$ cat src/rtl/elastic_pipe_reg.sv
// Elastic pipeline register: a valid/ready stage between two pipeline stages.
// Build option: define ELASTIC_PIPE_SKID_EN to add a skid register. With it,
// ready_o is a pure register decode and breaks the ready path. Without it, the
// stage is a single register whose ready_o looks through to ready_i.
// The control payload reads as zero whenever the stage holds no entry.
module elastic_pipe_reg #(
    parameter int unsigned DATA_W = 32,
    parameter int unsigned CTRL_W = 8
) (
    input  logic              clk_i,
    input  logic              rst_i,
    input  logic              valid_i,
    output logic              ready_o,
    input  logic [DATA_W-1:0] data_i,
    input  logic [CTRL_W-1:0] ctrl_i,
    input  logic              flush_i,
    output logic              valid_o,
    input  logic              ready_i,
    output logic [DATA_W-1:0] data_o,
    output logic [CTRL_W-1:0] ctrl_o,
    output logic [1:0]        count_o
);

    // State encoding doubles as the occupancy count.
    localparam logic [1:0] ST_EMPTY = 2'd0;
    localparam logic [1:0] ST_FULL  = 2'd1;
`ifdef ELASTIC_PIPE_SKID_EN
    localparam logic [1:0] ST_SKID  = 2'd2;
`endif

    logic [1:0]        r_state;
    logic [DATA_W-1:0] r_main_data;
    logic [CTRL_W-1:0] r_main_ctrl;

    logic [1:0]        w_state_d;
    logic [DATA_W-1:0] w_main_data_d;
    logic [CTRL_W-1:0] w_main_ctrl_d;
    logic              w_in_fire;
    logic              w_out_fire;

`ifdef ELASTIC_PIPE_SKID_EN
    logic [DATA_W-1:0] r_skid_data;
    logic [CTRL_W-1:0] r_skid_ctrl;
    logic [DATA_W-1:0] w_skid_data_d;
    logic [CTRL_W-1:0] w_skid_ctrl_d;
`endif

    // Handshake decode and output drive.
    always_comb begin
        valid_o = (r_state != ST_EMPTY);
`ifdef ELASTIC_PIPE_SKID_EN
        ready_o = (r_state != ST_SKID);
`else
        ready_o = !valid_o || ready_i;
`endif
        w_in_fire  = valid_i && ready_o;
        w_out_fire = valid_o && ready_i;
        data_o     = r_main_data;
        ctrl_o     = valid_o ? r_main_ctrl : '0;
        count_o    = r_state;
    end

    // Next-state and payload steering; flush empties the stage but keeps payloads.
    always_comb begin
        w_state_d     = r_state;
        w_main_data_d = r_main_data;
        w_main_ctrl_d = r_main_ctrl;
`ifdef ELASTIC_PIPE_SKID_EN
        w_skid_data_d = r_skid_data;
        w_skid_ctrl_d = r_skid_ctrl;
`endif
        if (flush_i) begin
            w_state_d = ST_EMPTY;
        end else begin
            case (r_state)
                ST_EMPTY: begin
                    if (w_in_fire) begin
                        w_state_d     = ST_FULL;
                        w_main_data_d = data_i;
                        w_main_ctrl_d = ctrl_i;
                    end
                end
                ST_FULL: begin
                    if (w_in_fire && w_out_fire) begin
                        w_main_data_d = data_i;
                        w_main_ctrl_d = ctrl_i;
`ifdef ELASTIC_PIPE_SKID_EN
                    end else if (w_in_fire) begin
                        // Downstream stalled: park the new entry behind the head.
                        w_state_d     = ST_SKID;
                        w_skid_data_d = data_i;
                        w_skid_ctrl_d = ctrl_i;
`endif
                    end else if (w_out_fire) begin
                        w_state_d = ST_EMPTY;
                    end
                end
`ifdef ELASTIC_PIPE_SKID_EN
                ST_SKID: begin
                    if (w_out_fire) begin
                        w_state_d     = ST_FULL;
                        w_main_data_d = r_skid_data;
                        w_main_ctrl_d = r_skid_ctrl;
                    end
                end
`endif
                default: w_state_d = ST_EMPTY;
            endcase
        end
    end

    // State and payload registers with synchronous active-low reset.
    always_ff @(posedge clk_i) begin
        if (!rst_i) begin
            r_state     <= ST_EMPTY;
            r_main_data <= '0;
            r_main_ctrl <= '0;
`ifdef ELASTIC_PIPE_SKID_EN
            r_skid_data <= '0;
            r_skid_ctrl <= '0;
`endif
        end else begin
            r_state     <= w_state_d;
            r_main_data <= w_main_data_d;
            r_main_ctrl <= w_main_ctrl_d;
`ifdef ELASTIC_PIPE_SKID_EN
            r_skid_data <= w_skid_data_d;
            r_skid_ctrl <= w_skid_ctrl_d;
`endif
        end
    end

endmodule

$ cat config.mk
export PLATFORM = sky130hd
export DESIGN_NAME = elastic_pipe_reg
export DESIGN_NICKNAME = d
export VERILOG_FILES = /design/src/rtl/elastic_pipe_reg.sv
export SDC_FILE = /design/constraint.sdc
export NUM_CORES = 1
export LEC_CHECK = 0
export ABC_AREA = 1
export BUFFER_PORTS_ARGS = -buffer_cell sky130_fd_sc_hd__buf_2
export CAP_MARGIN = 15
export CORE_MARGIN = 4
export CORE_UTILIZATION = 47
export CTS_CLUSTER_SIZE = 25
export DETAILED_ROUTE_END_ITERATION = 10
export PLACE_DENSITY = 0.77
export SLEW_MARGIN = 30
export SYNTH_ARGS = -nofsm -noshare
export SYNTH_HDL_FRONTEND = slang
export SYNTH_SLANG_ARGS = --single-unit
$ cat constraint.sdc
create_clock -name clk_i -period 1.3 [get_ports clk_i]
set_input_delay 0.065 -clock clk_i [delete_from_list [all_inputs] [get_ports clk_i]]
set_output_delay 0.065 -clock clk_i [all_outputs]
set_load 0.01 [all_outputs]
# --- Word-level counts from Yosys, hierarchy flattened ---
# Cells that the tools add are included.
totals:
  reg_bits: 42
  ram_bits: 0
  word_cells: 32
  output_inout_bits: 44
  input_bits: 45
  latch_bits: 0
  memories: 0
  mem_bits_ro: 0
classes:
  n_eq_ne: 5
  reduce_logical: 11
  div: 0
  multipliers: 0
  n_shift: 0
  n_mux: 11
  n_bitwise: 2
  magnitude_cmp: 0
  n_addsub: 0
op_table:
  columns: ["cell", "count"]
  rows:
  - ["$mux W32", 2]
  - ["$pmux W32 S2", 1]
  - ["$mux W8", 3]
  - ["$pmux W8 S2", 1]
  - ["$ne A2 B2 Y1 const B", 4]
  - ["$mux W2", 3]
  - ["$pmux W2 S2", 1]
  - ["$reduce_and A4 Y1", 1]
  - ["$reduce_bool A2 Y1", 2]
  - ["$logic_and A1 B1 Y1", 3]
  - ["$reduce_and A3 Y1", 1]
  - ["$eq A2 B1 Y1 const B", 1]
  - ["$logic_not A2 Y1", 1]
  - ["$not A1 Y1", 2]
  - ["$reduce_or A2 Y1", 1]
  - ["$logic_not A1 Y1", 1]
  - ["$logic_or A1 B1 Y1", 1]

# --- Logic depth before layout (Yosys ltp) ---
depth:
  word_depth: 7
  ltp_mapped: 6

# --- Worst setup path before layout ---
# Ideal clock, no wire load.
synth_timing:
  kind: "flip-flop to flip-flop"
  from: "register r_state[0] (netlist: count_o[0])"
  to: "register r_main_data[10] (netlist: data_o[10])"
  setup_ps: 115
  stages_incl_launch_ff: 6
  path_slack_ps: 226
  period_less_slack_ps: 1074
  arrival_time_ps: 959
  n_path_buf: 2
  cell_sequence: "dfxtp_1 -> buf_6 -> nand2_8 -> buf_6 -> a21oi_1 -> nor2_1"
synth_between:
  elab_chain_cells: 7
  elab_cells_between_ends: 13
  cone_classes: "eq/ne (3); mux (1); reduce/logical (9)"
synth_rtl:
  columns: ["element", "line", "source"]
  rows:
  - ["start, declared", "31", "logic [1:0] r_state;"]
  - ["start signal, assigned", "123", "r_state <= w_state_d;"]
  - ["$reduce_bool A2 Y1 *", "50", "valid_o = (r_state != ST_EMPTY);"]
  - ["$logic_not A1 Y1 *", "54", "ready_o = !valid_o || ready_i;"]
  - ["$logic_or A1 B1 Y1 *", "54", null]
  - ["named net ready_o", "13", "output logic ready_o,"]
  - ["$logic_and A1 B1 Y1 *", "56", "w_in_fire = valid_i && ready_o;"]
  - ["$logic_and A1 B1 Y1", "84", "if (w_in_fire && w_out_fire) begin"]
  - ["$ne A2 B2 Y1 (no line)", null, null]
  - ["$reduce_and A4 Y1 (no line) *", null, null]
  - ["end signal, assigned", "124", "r_main_data <= w_main_data_d;"]
  - ["end, declared", "32", "logic [DATA_W-1:0] r_main_data;"]
# The timed path passes the listed nets; every way through them passes the cells marked *.
# A chain may end at the register's enable or synchronous reset.

# --- Worst setup path in the final report ---
layout_timing:
  from: "register r_state[0] (netlist: count_o[0])"
  to: "output port ctrl_o[7]"
layout_between:
  elab_chain_cells: 2
layout_rtl:
  columns: ["element", "line", "source"]
  rows:
  - ["$reduce_bool A2 Y1", "50", null]
  - ["$mux W8", "59", "ctrl_o = valid_o ? r_main_ctrl : '0;"]
  - ["end, declared", "20", "output logic [CTRL_W-1:0] ctrl_o,"]
# No other way between the ends.

==> out/results.md <==
| Result | This run |
| --- | --- |
| Global-route wire length before repair | 7.44 mm |
| Final Cycle Share | 0.935 |
| FF-to-FF Start | count_o[0] |
| Sequential-to-total area share from yosys stat | 0.405 |
| Sw frac | 0.254 |
| Number of sinks driven by the clock tree | 41 |
| Source of the worst hold timing path | flush_i |
| CTS root buf | sky130_fd_sc_hd__clkbuf_8 |
| Buffers from clock root to sink, at most | 2 |
| Outcome | finished, final reports clean |
| Ratio of cells with drive above 1 in the final layout | 0.282 |
| Largest net degree at the start of global routing | 45 |
| DIE AREA | 0.00543 mm² |
| Num CTS Buffers | 5 |
| Critical path data required time | 1.24 ns |
| Die X-Extent | 73.7 µm |
| Reported max-cap violation count | 0 |
| Clock Latency Late Sink | 0.29 ns |
| Hold crit path type | input pin to register |
| Unrepaired setup endpoints after global routing | false |
| Routability congestion estimate | 0.708 |
| Highest-count cells in the layout ignoring fill and taps | sky130_fd_sc_hd__buf_2, sky130_fd_sc_hd__inv_1, sky130_fd_sc_hd__nand2_1 |
| Register clock-pin slew on the reported worst setup and hold paths | 0.08 ns |
| WHS | 0.0200 ns |
| Gate count of the mapped netlist | 289 |
| Arrival time at the worst endpoint | 1.15 ns |
| VDD IR-drop max | 0.660 mV |
| Most frequent standard cell in the layout excluding fill and tap cells | sky130_fd_sc_hd__buf_2 |
| Met2 wire length | 2.03 mm |
| Number of port buffers | 87 |
| Leakage power summed over all cells | 0.00147 µW |
| Clock network power share | 0.364 |
| Sum of met3 wire segment lengths after detailed routing | 398 µm |
| Switching power of the nets | 741 µW |
| I/O pin total | 89 |
| Total inserted antenna cells | 0 |
| Hold Vio Cnt, Final | 0 |
| Topmost layer with routed signal wires | met4 |
| Antenna-violating nets left | 0 |
| Setup crit end kind | output pin |
| Total routing usage reported by global routing | 0.171 |
| DRC | 0 |
| Footprint of the flip-flops and latches | 822 µm² |
| Routed wire length | 4.34 mm |
| Number of antenna violations at the first check in global routing | 0 |
| Netlist area before placement | 0.00203 mm² |
| Achievable Freq | 822 MHz |
| Remaining global-route overflow | 0 |
| Number of fillers in the final layout | 388 |
| Relative area change from synthesis to final layout | 23.1% |
| Clock skew after layout | 0.00397 ns |
| Average detailed-routed wire length per instance | 10.5 µm |
| Syn Area/Cell | 7.01 µm² |
| Final setup violation count | 0 |
| Maximum fanout encountered on the critical timing path | 11 |
| Drt first pass iters | 4 |
| Layout net count | 409 |
| Hold buffer count at cts | 0 |
| Metal-1 WL | 1.89 mm |
| Post-synth net total | 334 |
| Multi-input logic area | 796 µm² |
| Number of DRC violations after detailed-routing iteration 0 | 59 |
| CP startpoint | count_o[0] |
| Number of warnings printed during yosys synthesis | 0 |
| Buffers inserted during post-CTS setup optimization | 0 |
| Routed vias | 1,954 |
| Time the final worst path needs with I/O delays and setup | 1.22 ns |
| Area inside the core boundary | 0.00409 mm² |
| Unique cell type count in the Yosys netlist | 14 |
| Via density per instance | 4.71 |
| Number of storage elements in the synthesis netlist | 41 |
| Setup TNS | 0 ns |
| Height of the die | 73.7 µm |
| Count of standard-cell rows | 23 |
| Final Max Slew Viols | 0 |
| TritonCTS clock tree | yes |
| Power density cells | 1170 mW/mm² |
| Internal power consumption | 2180 µW |
| Startpoint type of the worst setup path | register |
| Flop pwr share | 0.475 |
| Starting utilization of the core area | 0.496 |
| Combinational fraction of design power | 0.161 |
| DPL Wire Length | 2.85 mm |
| Start-to-end type of the worst setup path | register to output pin |
| Total number of H-tree levels | 2 |
| Vias in the first global route | 1,810 |
worst max-delay path: stages (launching register included):
cell and delay [ns]:
sky130_fd_sc_hd__dfxtp_2 0.42, sky130_fd_sc_hd__buf_4 0.21, sky130_fd_sc_hd__nand2_1 0.06, sky130_fd_sc_hd__inv_1 0.05, sky130_fd_sc_hd__buf_2 0.12
power groups by stage:
stage               Sequential [µW]  Clock (µW)  Combinational (µW)
global route                   1400        1130                 545
finish                         1390        1060                 471
detailed placement             1410           0                 474
global placement               1410           0                 463
floorplan                      1440           0                 292
CTS                            1390        1090                 477
layout make-up:
type | count | area share
Inverter | 51 | 0.0767
Timing Repair Buffer | 91 | 0.202
Tap cell | 50 | 0.0251
Multi-Input combinational cell | 174 | 0.319
Sequential cell | 41 | 0.329
Clock buffer | 6 | 0.0331
Clock inverter | 2 | 0.0150
through the flow:
stage	cell area, µm²	total power (µW)	cells	utilization	worst slack (ns)
finish	2490	2920	415	0.611	0.0841
global route	2490	3070	415	0.611	0.0197
CTS	2490	2960	415	0.611	0.0561
detailed placement	2360	1890	406	0.578	0.141
global placement	2360	1870	406	0.578	0.180
floorplan	2030	1730	289	-	0.226
worst paths after layout:
| path | endpoint | slack (ns) | depth (start not counted) |
|---|---|---|---|
| setup / recovery | ctrl_o[7] | 0.08 | 4 |
| hold / removal | count_o[0] | 0.02 | 2 |
| setup reg to reg | data_o[28] | 0.21 | 4 |
| hold reg to reg | data_o[1] | 0.48 | 2 |
synthesized netlist by cell type:
master | instances | area [µm²]
sky130_fd_sc_hd__nor2_8 | 1 | 20.0
sky130_fd_sc_hd__nand3_1 | 40 | 200
sky130_fd_sc_hd__nand2_1 | 48 | 180
sky130_fd_sc_hd__nand2_8 | 1 | 20.0
sky130_fd_sc_hd__a21oi_1 | 41 | 205
sky130_fd_sc_hd__nor3_1 | 1 | 5.00
sky130_fd_sc_hd__buf_2 | 4 | 20.0
sky130_fd_sc_hd__conb_1 | 1 | 3.75
sky130_fd_sc_hd__buf_4 | 2 | 15.0
sky130_fd_sc_hd__inv_1 | 51 | 191
sky130_fd_sc_hd__dfxtp_1 | 41 | 821
sky130_fd_sc_hd__nor2_1 | 40 | 150
sky130_fd_sc_hd__clkbuf_1 | 1 | 3.75
sky130_fd_sc_hd__buf_6 | 17 | 191
logic make-up after synthesis:
group	synth area share
simple gates	0.284
buf+inv	0.208
compound gates	0.101
other cells	0.00185
flops	0.405
metal layers:
metal,GRT usage,vias up
met4,0.0362,0
met3,0.0575,2
met1,0.204,858
met5,0,-
met2,0.295,67
li1,-,1027
sequential cells by signal, indices dropped and copies added (netlist names):
signal and count:
count_o 1, data_o 32, r_main_ctrl 8
timing repair:
item / CTS / global route
hold endpoints to repair: 0 / 0
endpoints found under the setup margin: 1 / 0
resized for setup: 1 / 0
Note: power is estimated with default switching activity, not from simulation.
